<file path="src/rtl/rename_pkg.sv">
// rename_pkg: shared types and sizes for the rename controller and its free-port arbiter.
package rename_pkg;
  localparam int NUM_PREGS = 32;
  localparam int ADDR_W = 5;
  localparam int CNT_W = $clog2(NUM_PREGS + 1);
  typedef logic [ADDR_W-1:0] preg_addr_t;
  localparam preg_addr_t PREG_ZERO = '0;
  typedef enum logic [1:0] {INIT, RUN, FLUSH} state_e;
endpackage

</file>
<file path="src/rtl/rename_ctrl_free_port_arb.sv">
// free_port_arb: grants the single free-list push port to commit or squash frees,
// with a starvation counter that lets commit through during long squash walks.
module free_port_arb
  import rename_pkg::*;
#(
  parameter int STARVE_MAX = 4
) (
  input  logic       clk_i,
  input  logic       reset_i,
  input  state_e     mode_i,
  input  logic       c_valid_i,
  input  preg_addr_t c_addr_i,
  input  logic       s_valid_i,
  input  preg_addr_t s_addr_i,
  output logic       c_grant_o,
  output logic       s_grant_o,
  output preg_addr_t grant_addr_o
);
  localparam int SW = $clog2(STARVE_MAX + 1);
  logic [SW-1:0] starve_q, starve_d;
  logic starve_max;
  always_comb begin
    starve_max = starve_q == SW'(STARVE_MAX);
    c_grant_o = (mode_i == RUN) ? c_valid_i :
                (mode_i == FLUSH) ? c_valid_i & (~s_valid_i | starve_max) : 1'b0;
    s_grant_o = (mode_i == FLUSH) & s_valid_i & ~c_grant_o;
    grant_addr_o = c_grant_o ? c_addr_i : s_grant_o ? s_addr_i : PREG_ZERO;
    starve_d = c_grant_o ? '0 : (c_valid_i & ~starve_max) ? starve_q + 1'b1 : starve_q;
  end
  always_ff @(posedge clk_i or negedge reset_i)
    if (!reset_i) starve_q <= '0;
    else starve_q <= starve_d;
endmodule

</file>
<file path="src/rtl/rename_ctrl.sv">
// rename_ctrl: rename-stage sequencer (INIT/RUN/FLUSH), allocation gate and shadow free count.
// Optional perf counters are enabled with RENAME_CTRL_PERF_EN.
module rename_ctrl
  import rename_pkg::*;
#(
  parameter int RESERVE = 1,
  parameter int INIT_CYCLES = 2,
  parameter int STARVE_MAX = 4
) (
  input  logic             clk_i,
  input  logic             reset_i,
  input  logic             dec_valid_i,
  output logic             dec_ready_o,
  output logic             fl_alloc_en_o,
  input  logic             commit_free_valid_i,
  input  preg_addr_t       commit_free_addr_i,
  output logic             commit_free_ready_o,
  input  logic             squash_free_valid_i,
  input  preg_addr_t       squash_free_addr_i,
  output logic             squash_free_ready_o,
  input  logic             flush_i,
  input  logic             squash_done_i,
  output logic             fl_free_en_o,
  output preg_addr_t       fl_free_addr_o,
  output logic             busy_o,
  output logic [CNT_W-1:0] free_count_o,
  output logic             err_o
`ifdef RENAME_CTRL_PERF_EN
  ,
  output logic [31:0]      perf_stall_empty_o,
  output logic [31:0]      perf_flush_cycles_o
`endif
);
  localparam int IW = $clog2(INIT_CYCLES + 1);
  state_e state_q, state_d;
  logic [IW-1:0] init_cnt_q, init_cnt_d;
  logic [CNT_W-1:0] count_q, count_d;
  logic err_q, err_d;
  logic grant, push, inc, dec, full, empty;
  free_port_arb #(.STARVE_MAX(STARVE_MAX)) u_arb (
    .clk_i        (clk_i),
    .reset_i      (reset_i),
    .mode_i       (state_q),
    .c_valid_i    (commit_free_valid_i),
    .c_addr_i     (commit_free_addr_i),
    .s_valid_i    (squash_free_valid_i),
    .s_addr_i     (squash_free_addr_i),
    .c_grant_o    (commit_free_ready_o),
    .s_grant_o    (squash_free_ready_o),
    .grant_addr_o (fl_free_addr_o)
  );
  always_comb begin
    dec_ready_o = (state_q == RUN) & (count_q > CNT_W'(RESERVE)) & ~flush_i;
    fl_alloc_en_o = dec_valid_i & dec_ready_o;
    grant = commit_free_ready_o | squash_free_ready_o;
    push = grant & (fl_free_addr_o != PREG_ZERO);
    fl_free_en_o = push;
    busy_o = state_q != RUN;
    free_count_o = count_q;
    err_o = err_q;
    full = count_q == CNT_W'(NUM_PREGS - 1);
    empty = count_q == '0;
    inc = push & ~fl_alloc_en_o;
    dec = fl_alloc_en_o & ~push;
    count_d = (inc & ~full) ? count_q + 1'b1 : (dec & ~empty) ? count_q - 1'b1 : count_q;
    // a p0 free is acked but flagged, alongside overflow/underflow
    err_d = err_q | (grant & ~push) | (inc & full) | (dec & empty);
    init_cnt_d = (state_q == INIT) ? init_cnt_q + 1'b1 : init_cnt_q;
    state_d = (state_q == INIT) ? ((init_cnt_q == IW'(INIT_CYCLES - 1)) ? RUN : INIT) :
              (state_q == RUN) ? (flush_i ? FLUSH : RUN) :
              (squash_done_i & ~squash_free_valid_i) ? RUN : FLUSH;
  end
  always_ff @(posedge clk_i or negedge reset_i)
    if (!reset_i) begin
      state_q <= INIT;
      init_cnt_q <= '0;
      count_q <= CNT_W'(NUM_PREGS - 1);
      err_q <= 1'b0;
    end else begin
      state_q <= state_d;
      init_cnt_q <= init_cnt_d;
      count_q <= count_d;
      err_q <= err_d;
    end
`ifdef RENAME_CTRL_PERF_EN
  logic [31:0] stall_q, flush_cyc_q;
  always_ff @(posedge clk_i or negedge reset_i)
    if (!reset_i) begin
      stall_q <= '0;
      flush_cyc_q <= '0;
    end else begin
      stall_q <= stall_q + 32'((state_q == RUN) & dec_valid_i & (count_q <= CNT_W'(RESERVE)));
      flush_cyc_q <= flush_cyc_q + 32'(state_q == FLUSH);
    end
  assign perf_stall_empty_o = stall_q;
  assign perf_flush_cycles_o = flush_cyc_q;
`endif
endmodule

</file>
<file path="config.mk">
export PLATFORM = sky130hd
export DESIGN_NAME = rename_ctrl
export DESIGN_NICKNAME = d
export VERILOG_FILES = /design/src/rtl/rename_pkg.sv /design/src/rtl/rename_ctrl_free_port_arb.sv /design/src/rtl/rename_ctrl.sv
export SDC_FILE = /design/constraint.sdc
export NUM_CORES = 1
export LEC_CHECK = 0
export BUFFER_PORTS_ARGS = -buffer_cell sky130_fd_sc_hd__buf_2
export CAP_MARGIN = 20
export CORE_UTILIZATION = 36
export DETAILED_ROUTE_END_ITERATION = 8
export PLACE_DENSITY_LB_ADDON = 0.15
export SLEW_MARGIN = 30
export SYNTH_ARGS = -nofsm -noshare
export SYNTH_HDL_FRONTEND = slang
export SYNTH_SLANG_ARGS = --single-unit
</file>
<file path="constraint.sdc">
create_clock -name clk_i -period 3.4 [get_ports clk_i]
set_clock_uncertainty 0.2 [all_clocks]
set_input_delay 0.17 -clock clk_i [delete_from_list [all_inputs] [get_ports clk_i]]
set_output_delay 0.17 -clock clk_i [all_outputs]
set_load 0.01 [all_outputs]
</file>
Word-level counts from Yosys, hierarchy flattened
Index checks and enable logic that the tools add are counted.
{"block": "word_totals", "ff_bits": 14, "in_bits": 17, "out_inout_bits": 18, "word_cells": 63}
{"block": "op_classes", "addsub": 4, "order_cmp": 1, "eq_ne": 6, "mux": 13, "n_bitwise": 29, "reduce_logical": 5}
{"op": "$and 1x1->1", "count": 16}
{"op": "$mux 6", "count": 2}
{"op": "$mux 5", "count": 2}
{"op": "$mux 2", "count": 4}
{"op": "$not 1->1", "count": 8}
{"op": "$add 6x1->6 const B", "count": 1}
{"op": "$eq 6x5->1 const B", "count": 1}
{"op": "$gt 6x1->1 const B", "count": 1}
{"op": "$logic_not 6->1", "count": 1}
{"op": "$mux 3", "count": 2}
{"op": "$sub 6x1->6 const B", "count": 1}
{"op": "$or 1x1->1", "count": 5}
{"op": "$reduce_bool 5->1", "count": 1}
{"op": "$eq 2x1->1 const B", "count": 2}
{"op": "$reduce_bool 2->1", "count": 2}
{"op": "$add 3x1->3 const B", "count": 1}
{"op": "$eq 3x3->1 const B", "count": 1}
{"op": "$mux 1", "count": 3}
{"op": "$add 2x1->2 const B", "count": 1}
{"op": "$eq 2x2->1 const B", "count": 1}
{"op": "$logic_not 2->1", "count": 1}
{"op": "$ne 2x1->1 const B", "count": 1}

Logic depth before layout (Yosys ltp)
Gate-level depths: netlist of run 1.
{"block": "logic_depth", "depth_word": 16, "mapped_depth": 9, "ltp_nobuf": 7}

Cells and area by module
Synthesis of run 1 repeated with hierarchy kept, for this count alone.
{"block": "hier_totals", "hier_cells": 104, "area_unflattened_um2": 1046.0}
{"module": "rename_ctrl", "n_inst": 1, "cells_each": 70, "area_each_um2": 701.9, "seq_area_each_um2": 281.5}
{"module": "free_port_arb", "n_inst": 1, "cells_each": 34, "area_each_um2": 344.1, "seq_area_each_um2": 75.1}

Worst setup path after synthesis of run 1
No wires, ideal clock.
{"block": "synth_path", "path_type": "register to register", "start": "register u_arb.starve_q[0]", "end": "register count_q[5], in the netlist free_count_o[5]", "setup_time_ns": 0.139, "arrival_ns": 2.026, "t_required_ns": 3.061, "path_slack_ns": 1.036, "path_stages_with_launch": 9, "path_buffers": 1, "synth_period_minus_slack_ns": 2.364, "path_cell_list": "dfrtp_1 inv_1 ha_1 and2_4 o311a_1 buf_4 a22o_4 nor4b_1 or4_1"}
{"block": "synth_between", "elab_chain_cells": 15, "elab_cells_between_ends": 19, "classes_between": "eq/ne (1); mux (5); bitwise (11); reduce/logical (2)"}
{"element": "start, declared", "line_no": "rename_ctrl_free_port_arb.sv:20", "source": "logic [SW-1:0] starve_q, starve_d;"}
{"element": "start signal, assigned", "line_no": "rename_ctrl_free_port_arb.sv:32", "source": "else starve_q <= starve_d;"}
{"element": "$eq 3x3->1 *", "line_no": "rename_ctrl_free_port_arb.sv:23", "source": "starve_max = starve_q == SW'(STARVE_MAX);"}
{"element": "$or 1x1->1 *", "line_no": "rename_ctrl_free_port_arb.sv:25", "source": "(mode_i == FLUSH) ? c_valid_i & (~s_valid_i | starve_max) : 1'b0;"}
{"element": "$and 1x1->1 *", "line_no": "rename_ctrl_free_port_arb.sv:25"}
{"element": "$mux 1 *", "line_no": "rename_ctrl_free_port_arb.sv:25"}
{"element": "$mux 1 *", "line_no": "rename_ctrl_free_port_arb.sv:24", "source": "c_grant_o = (mode_i == RUN) ? c_valid_i :"}
{"element": "net commit_free_ready_o", "line_no": "rename_ctrl.sv:17", "source": "output logic commit_free_ready_o,"}
{"element": "$not 1->1", "line_no": "rename_ctrl_free_port_arb.sv:26", "source": "s_grant_o = (mode_i == FLUSH) & s_valid_i & ~c_grant_o;"}
{"element": "$and 1x1->1", "line_no": "rename_ctrl_free_port_arb.sv:26"}
{"element": "$mux 5 (2 in a row)", "line_no": "rename_ctrl_free_port_arb.sv:27", "source": "grant_addr_o = c_grant_o ? c_addr_i : s_grant_o ? s_addr_i : PREG_ZERO;"}
{"element": "$reduce_bool 5->1", "line_no": "rename_ctrl.sv:56", "source": "push = grant & (fl_free_addr_o != PREG_ZERO);"}
{"element": "$and 1x1->1 *", "line_no": "rename_ctrl.sv:56"}
{"element": "$not 1->1", "line_no": "rename_ctrl.sv:64", "source": "dec = fl_alloc_en_o & ~push;"}
{"element": "$and 1x1->1", "line_no": "rename_ctrl.sv:64"}
{"element": "$and 1x1->1", "line_no": "rename_ctrl.sv:65", "source": "count_d = (inc & ~full) ? count_q + 1'b1 : (dec & ~empty) ? count_q - 1'b1 : count_q;"}
{"element": "$reduce_bool 2->1 (no line)"}
{"element": "end signal, assigned", "line_no": "rename_ctrl.sv:77", "source": "count_q <= CNT_W'(NUM_PREGS - 1);"}
{"element": "end signal, assigned", "line_no": "rename_ctrl.sv:82", "source": "count_q <= count_d;"}
{"element": "end, declared", "line_no": "rename_ctrl.sv:37", "source": "logic [CNT_W-1:0] count_q, count_d;"}
The timed path passes the listed nets; every way through them passes the cells marked *.
A chain may end at the register's enable or synchronous reset.

Worst setup path in the final report of run 1
{"block": "layout_path", "start": "register u_arb.starve_q[0]", "end": "register count_q[5], in the netlist free_count_o[5]"}
{"block": "layout_between", "elab_chain_cells": 15, "elab_cells_between_ends": 19, "classes_between": "eq/ne (1); mux (5); bitwise (11); reduce/logical (2)"}
{"element": "$eq 3x3->1 *", "line_no": "rename_ctrl_free_port_arb.sv:23"}
{"element": "$or 1x1->1 *", "line_no": "rename_ctrl_free_port_arb.sv:25"}
{"element": "$and 1x1->1 *", "line_no": "rename_ctrl_free_port_arb.sv:25"}
{"element": "$mux 1 *", "line_no": "rename_ctrl_free_port_arb.sv:25"}
{"element": "$mux 1 *", "line_no": "rename_ctrl_free_port_arb.sv:24"}
{"element": "$not 1->1", "line_no": "rename_ctrl_free_port_arb.sv:26"}
{"element": "$and 1x1->1", "line_no": "rename_ctrl_free_port_arb.sv:26"}
{"element": "$mux 5 (2 in a row)", "line_no": "rename_ctrl_free_port_arb.sv:27"}
{"element": "$reduce_bool 5->1", "line_no": "rename_ctrl.sv:56"}
{"element": "$and 1x1->1 *", "line_no": "rename_ctrl.sv:56"}
{"element": "$not 1->1", "line_no": "rename_ctrl.sv:64"}
{"element": "$and 1x1->1", "line_no": "rename_ctrl.sv:64"}
{"element": "$and 1x1->1", "line_no": "rename_ctrl.sv:65"}
{"element": "$reduce_bool 2->1 (no line)"}
Mark *: on every way between the ends. The rest lies on a longest branch, timed or not.

==> results of run 1 <==
-- critical path, stage by stage (launching register included) --
cell and delay, ps:
dfrtp_1 390, inv_1 60, ha_1 220, and2_4 150, o311a_1 410, a22o_4 320, nor4b_1 150, or4_1 500
-- metrics by stage --
stage | util (%) | std cells | power [mW]
finish | 46.3 | 183 | 1.11
global route | 46.3 | 183 | 1.21
CTS | 46.3 | 183 | 1.11
detailed placement | 44.3 | 176 | 1.00
global placement | 44.3 | 176 | 0.982
floorplan | - | 116 | 0.855
-- cell usage after synthesis (2+ instances only) --
library cell	instances
nor2_1	9
xnor2_1	3
a22o_1	5
buf_4	2
xor2_1	2
ha_1	7
or4_1	2
mux2i_1	2
nand4_1	2
nor3_1	7
a31oi_1	2
nand3_1	3
nand2_1	8
dfstp_2	5
buf_6	2
inv_1	8
dfrtp_1	9
o21ai_0	4
nand2b_1	2
a21oi_1	6
-- layer usage --
| metal | share of wire, % | routed length (um) |
|---|---|---|
| met5 | 0 | 0 |
| met3 | 6.3 | 160 |
| met4 | 2.9 | 72 |
| met1 | 41 | 1040 |
| met2 | 49 | 1250 |
-- final timing paths --
check / endpoint / slack, ps
hold reg to reg: init_cnt_q[0]$_DFFE_PN0P_ / 280
setup reg to reg: free_count_o[5]$_DFFE_PN0P_ / 870
max in group asynchronous: free_count_o[0]$_DFFE_PN1P_ / 2600
hold / removal: state_q[1]$_DFF_PN0_ / 20
setup / recovery: free_count_o[5]$_DFFE_PN0P_ / 870
min in group asynchronous: u_arb.starve_q[1]$_DFFE_PN0P_ / 100
-- cell families after synthesis --
family                     after synthesis  synth area share, %
and+or+nand+nor                         45                 23.5
AOI/OAI and AO/OA                       29                 21.0
DFF                                     14                 33.1
buffers and inverters                   13                 6.74
adders and majority gates                7                 8.14
xor gates and xnor gates                 6                 5.58
muxes                                    2                 1.86
-- what timing repair did --
action / CTS / global route
endpoints found under the hold margin: 17 / 0
hold buffers: 3 / 0
resized for setup: 0 / 0
setup endpoints to repair: 0 / 0
-- power by group through the flow --
stage | Clock (mW) | Combinational, mW | Sequential [mW]
2_1_floorplan | 0 | 0.513 | 0.342
3_3_place_gp | 0 | 0.611 | 0.371
3_5_place_dp | 0 | 0.623 | 0.379
4_1_cts | 0.109 | 0.629 | 0.376
5_1_grt | 0.115 | 0.702 | 0.393
6_report | 0.106 | 0.627 | 0.375
-- registers in the layout, summed over array words and instances (netlist names) --
signal and cells:
err_o 1, free_count_o 6, init_cnt_q 2, state_q 2, u_arb.starve_q 3
-- cell type report --
cell class	count	share of cell area, %
inverter	8	2.31
multi-input combinational	89	49.8
clock buffer	4	2.02
sequential	14	27.5
timing repair buffer	37	15.4
tap	31	2.99
==> summary.txt, run 1 <==
Power and ir drop
  – Comb power frac: 56.6%
  – Static Leak: 0.606 nW
  – Internal power: 596 uW
  – Sequential share of power: 33.9%
  – Pwr dens: 853 nW/um2
  – VDD IR max: 387 uV
  – Sw Ratio: 46.2%
  – Clk pwr share: 9.5%
  – Sw Pwr: 512 uW

Synth
  – Post-synth EDFFs: 0
  – Mean post-synth cell area: 9.28 um2
  – Asr flop ratio synth: 100%
  – Dominant cell type by area after synthesis: dfrtp_1
  – Top cells by area, synth: dfrtp_1, dfstp_2, ha_1
  – Instance count of the mapped netlist: 116
  – Synthesized flop and latch total: 14
  – Synthesized Nets: 140
  – Ys flop type: dfrtp_1
  – Synth top area share: 20.9%
  – Yosys warnings: 0
  – Seq/Total Area, Yosys: 33.1%
  – Post-synth cell types: 46
  – Cell Area, Synth: 1080 um2

Setup path
  – CP Capture Type: flip-flop
  – RR Startpoint: u_arb.starve_q[0]$_DFFE_PN0P_
  – Crit start category: flip-flop
  – CP required: 3360 ps
  – R2R depth: 7
  – Crit path kind: reg2reg
  – Crit path max fanout: 12
  – Arrival time worst endpoint: 2500 ps
  – Crit path launch: u_arb.starve_q[0]$_DFFE_PN0P_

Flow run
  – Max cap viols: 0

Final layout
  – Nets: 177
  – Most common library cell in the layout ignoring fill and taps: buf_2
  – Filler instances: 275
  – Layout cells sized above 1: 33.6%
  – Fin area: 1300 um2
  – Multi-input gate area: 647 um2
  – N_diodes: 0
  – Register area: 357 um2
  – Synthesis-to-layout area growth: 20.7%
  – Most frequent cells in the layout: buf_2, nor2_1, dfrtp_1

Placed design
  – IO buf count: 34
  – Hpwl dp: 1930 um
  – Pre-CTS setup slack: 884 ps
  – Placed cell areas: 1240 um2
  – Placer congestion estimate: 0.862

Clocking
  – Setup Buffers After CTS: 0
  – CTS clk-pin slew, worst paths: 90 ps
  – Root buffer cell: clkbuf_4
  – Num CTS Buffers: 3
  – CTS H-tree lvls: 1
  – Clock Sinks: 14
  – CTS tree: done
  – Worst skew pair latency: 290 ps
  – Max Root-Sink Buffers: 2

STA
  – Final setup fails: 0
  – Worst slew margin: 75.8%
  – Max Fclk: 395 MHz
  – Slew @ Worst Pin: 362 ps
  – Final period util: 74.5%
  – RSZ-0062 raised after global routing: no
  – Final hold slack: 22.2 ps
  – Slew Limit Fails: 0
  – Final Hold Viols: 0
  – Post-route setup TNS: 0 ps
  – Final min period: 2530 ps
  – Final WS setup: 866 ps

Die
  – Placeable Area: 2810 um2
  – Die Y: 56.7 um
  – Die area: 3210 um2
  – Die width: 56.7 um
  – Ports: 35
  – Initial Util: 38.4%
  – Rows: 19

Global routing
  – Initial antenna violation count: 0
  – First-pass GRT wire length: 4380 um
  – Total Routing Usage GR: 17.5%
  – GRT busiest layer: met2
  – Pin count of the biggest net entering global routing: 15
  – Global route total overflow: 0
  – Met1 Use GR: 20.7%
  – Vias in the first global route: 1010
  – Met2 usage: 30.4%
  – Met3 global-route usage: 5.07%

Routing
  – Drt total wl: 2520 um
  – Iter 0 DRT Violations: 32
  – Via-per-instance ratio: 5.63
  – WL/cell: 13.8 um
  – Vias: 1031
  – Number of detailed-route iterations in the first pass: 6
  – DRC: 4
  – Antenna Nets Post-Route: 0

Status
  – Failing checks: design-rule violations
  – Status: finished, violations left

Min path
  – HP Class: in2reg
  – Hold_sp: flush_i
  – Worst hold path depth: 3
(Power assumes the default switching activity.)
==> inputs of run 2 (changes only) <==
==> constraint.sdc (replaced) <==
create_clock -name clk_i -period 2.15 [get_ports clk_i]
set_clock_uncertainty 0.2 [all_clocks]
set_input_delay 0.1075 -clock clk_i [delete_from_list [all_inputs] [get_ports clk_i]]
set_output_delay 0.1075 -clock clk_i [all_outputs]
set_load 0.01 [all_outputs]
==> summary.txt, run 2 (synthesized netlist as in run 1, its figures left out) <==
Status
  – Status: finished, violations left
  – Failing checks: design-rule violations, negative setup slack

Final layout
  – Most frequent cells in the layout: buf_2, buf_4, dfrtp_1
  – Filler instances: 271 (-1.5%)
  – Max reg flops: 6 (unchanged)
  – N_diodes: 0 (unchanged)
  – Most common library cell in the layout ignoring fill and taps: buf_2
  – Nets: 200 (+13%)
  – Layout cells sized above 1: 48.0% (+14 points)
  – Synthesis-to-layout area growth: 42.9%
  – Post-Route Utilization: 54.8% (+8.5 points)
  – Fin area: 1540 um2 (+18%)

STA
  – Final hold slack: 44.2 ps (+22.0 ps)
  – Final Hold Viols: 0 (unchanged)
  – Post-route setup TNS: -84.9 ps (-84.9 ps)
  – Max Fclk: 447 MHz (+13%)
  – Final setup fails: 1 (+1)
  – Final period util: 104% (+29 points)
  – RSZ-0062 raised after global routing: yes
  – Slew Limit Fails: 0 (unchanged)
  – Final WS setup: -84.9 ps (-951 ps)
  – Slew @ Worst Pin: 337 ps (-24.8 ps)
  – Worst slew margin: 77.5% (+1.7 points)
  – Final min period: 2230 ps (-299 ps)

Clocking
  – Max Root-Sink Buffers: 2 (unchanged)
  – Root buffer cell: clkbuf_4
  – Num CTS Buffers: 3 (unchanged)
  – CTS clk-pin slew, worst paths: 90 ps (about the same)
  – CTS H-tree lvls: 1 (unchanged)
  – Worst skew pair latency: 290 ps (about the same)
  – Clock Sinks: 14 (unchanged)
  – CTS tree: done

Die
  – Die area: 3210 um2 (unchanged)
  – Ports: 35 (unchanged)
  – Rows: 19 (unchanged)
  – Initial Util: 38.4% (unchanged)
  – Die Y: 56.7 um (unchanged)
  – Die width: 56.7 um (unchanged)
  – Placeable Area: 2810 um2 (unchanged)

Power and ir drop
  – Pwr dens: 1390 nW/um2 (+63%)
  – VDD IR max: 675 uV (+74%)
  – Static Leak: 0.728 nW (+20%)

Global routing
  – Initial antenna violation count: 0 (unchanged)
  – Global route total overflow: 0 (unchanged)
  – Pin count of the biggest net entering global routing: 15 (unchanged)
  – Vias in the first global route: 1001 (-0.89%)
  – First-pass GRT wire length: 4330 um (-1.1%)
  – Total Routing Usage GR: 17.6% (+0.11 points)

Setup path
  – Worst flop-to-flop path endpoint: free_count_o[5]$_DFFE_PN0P_
  – CP required: 2120 ps (-1240 ps)
  – Worst path cell trace: inv_1 > ha_2 > and2_4 > o311a_4 > a22o_4 > nor4b_1 > or4_1
  – RR Startpoint: u_arb.starve_q[1]$_DFFE_PN0P_
  – Reg2Reg Setup Slack: -80 ps (-950 ps)
  – Crit start category: flip-flop
  – Largest stage delay on the critical path: 490 ps (about the same)
  – Arrival time worst endpoint: 2200 ps (-300 ps)
  – CP Capture Type: flip-flop
  – R2R depth: 7 (unchanged)
  – Crit path kind: reg2reg
  – Slowest CP cell: or4_1
  – Crit path max fanout: 4 (-8)

Routing
  – DRC: 10 (+6)
  – Via-per-instance ratio: 5.31 (-5.7%)
  – Number of detailed-route iterations in the first pass: 6 (unchanged)
  – Vias: 1094 (+6.1%)
  – WL/cell: 13.1 um (-4.9%)
  – Antenna Nets Post-Route: 0 (unchanged)
  – Drt total wl: 2700 um (+7.1%)
  – Iter 0 DRT Violations: 38 (+19%)

Placed design
  – IO buf count: 34 (unchanged)
  – Hpwl dp: 2060 um (+6.3%)
  – Placer congestion estimate: 0.826 (-4.2%)
  – Placed cell areas: 1400 um2 (+13%)
  – Pre-CTS setup slack: -77.7 ps (-962 ps)

Min path
  – HP Class: in2async

Flow run
  – Max cap viols: 0 (unchanged)
==> run 2: cell types whose count changed in the layout (fill, tap and decap cells not counted), moves of 2 or more <==
cell / change
buf_4: +21
a21oi_1: -2
nor2_1: -2
nor2_2: +2
buf_6: +2
ha_2: +3
ha_1: -3
==> run 2: report_power, final <==
part	internal (mW)	leakage, nW	switching (mW)	total (mW)
Clock	0.103	0.0210	0.0939	0.197
Combinational	0.732	0.547	0.672	1.40
Sequential	0.417	0.161	0.124	0.541
Total	1.25	0.728	0.890	2.14
==> run 2: metrics by stage <==
step	std cells	power [mW]
3_5_place_dp	196	1.82
5_1_grt	206	2.31
6_report	206	2.14
4_1_cts	205	2.06
3_3_place_gp	196	1.80
2_1_floorplan	116	1.38
==> run 2: area by class of cell <==
class / instances / area, um2 / area share (%)
clock buffer: 4 / 36.3 / 2.36
inverter: 8 / 30.0 / 1.95
multi-input combinational: 89 / 691 / 44.9
sequential: 14 / 357 / 23.2
tap: 31 / 38.8 / 2.52
timing repair buffer: 60 / 385 / 25.1
==> run 2: metal layers <==
layer  part of all wire [%]  GRT usage (%)  up-vias
met4                   0.70           5.00        0
li1                       -              -      544
met2                     48           29.4       32
met1                     46           21.9      514
met5                      0              0        -
met3                    5.2           5.30        4
==> run 2: worst max-delay path by stage <==
stage | depth (start not counted) | slack (ps) | endpoint | startpoint
2_1_floorplan | 8 | -170 | free_count_o[5]$_DFFE_PN0P_ | u_arb.starve_q[0]$_DFFE_PN0P_
3_3_place_gp | 7 | -50 | free_count_o[5]$_DFFE_PN0P_ | u_arb.starve_q[1]$_DFFE_PN0P_
3_5_place_dp | 7 | -80 | free_count_o[5]$_DFFE_PN0P_ | u_arb.starve_q[1]$_DFFE_PN0P_
4_1_cts | 7 | -70 | free_count_o[5]$_DFFE_PN0P_ | u_arb.starve_q[1]$_DFFE_PN0P_
5_1_grt | 7 | -150 | free_count_o[5]$_DFFE_PN0P_ | u_arb.starve_q[1]$_DFFE_PN0P_
6_report | 7 | -80 | free_count_o[5]$_DFFE_PN0P_ | u_arb.starve_q[1]$_DFFE_PN0P_
==> run 2: critical path: cells and delay by family, from the launching register on <==
family / cells / cell delay (ps)
flip-flops: 1 / 370
AO/OA/AOI/OAI: 2 / 540
adder cells (fa/ha/maj): 1 / 170
AND/OR/NAND/NOR: 3 / 770
buffers and inverters: 1 / 60
==> run 2: what timing repair did <==
item	in CTS	in global routing
resized for setup	2	8
setup endpoints to repair	7	13
buffers inserted	1	2
hold buffers	4	0
pin swaps	1	6
endpoints found under the hold margin	19	0
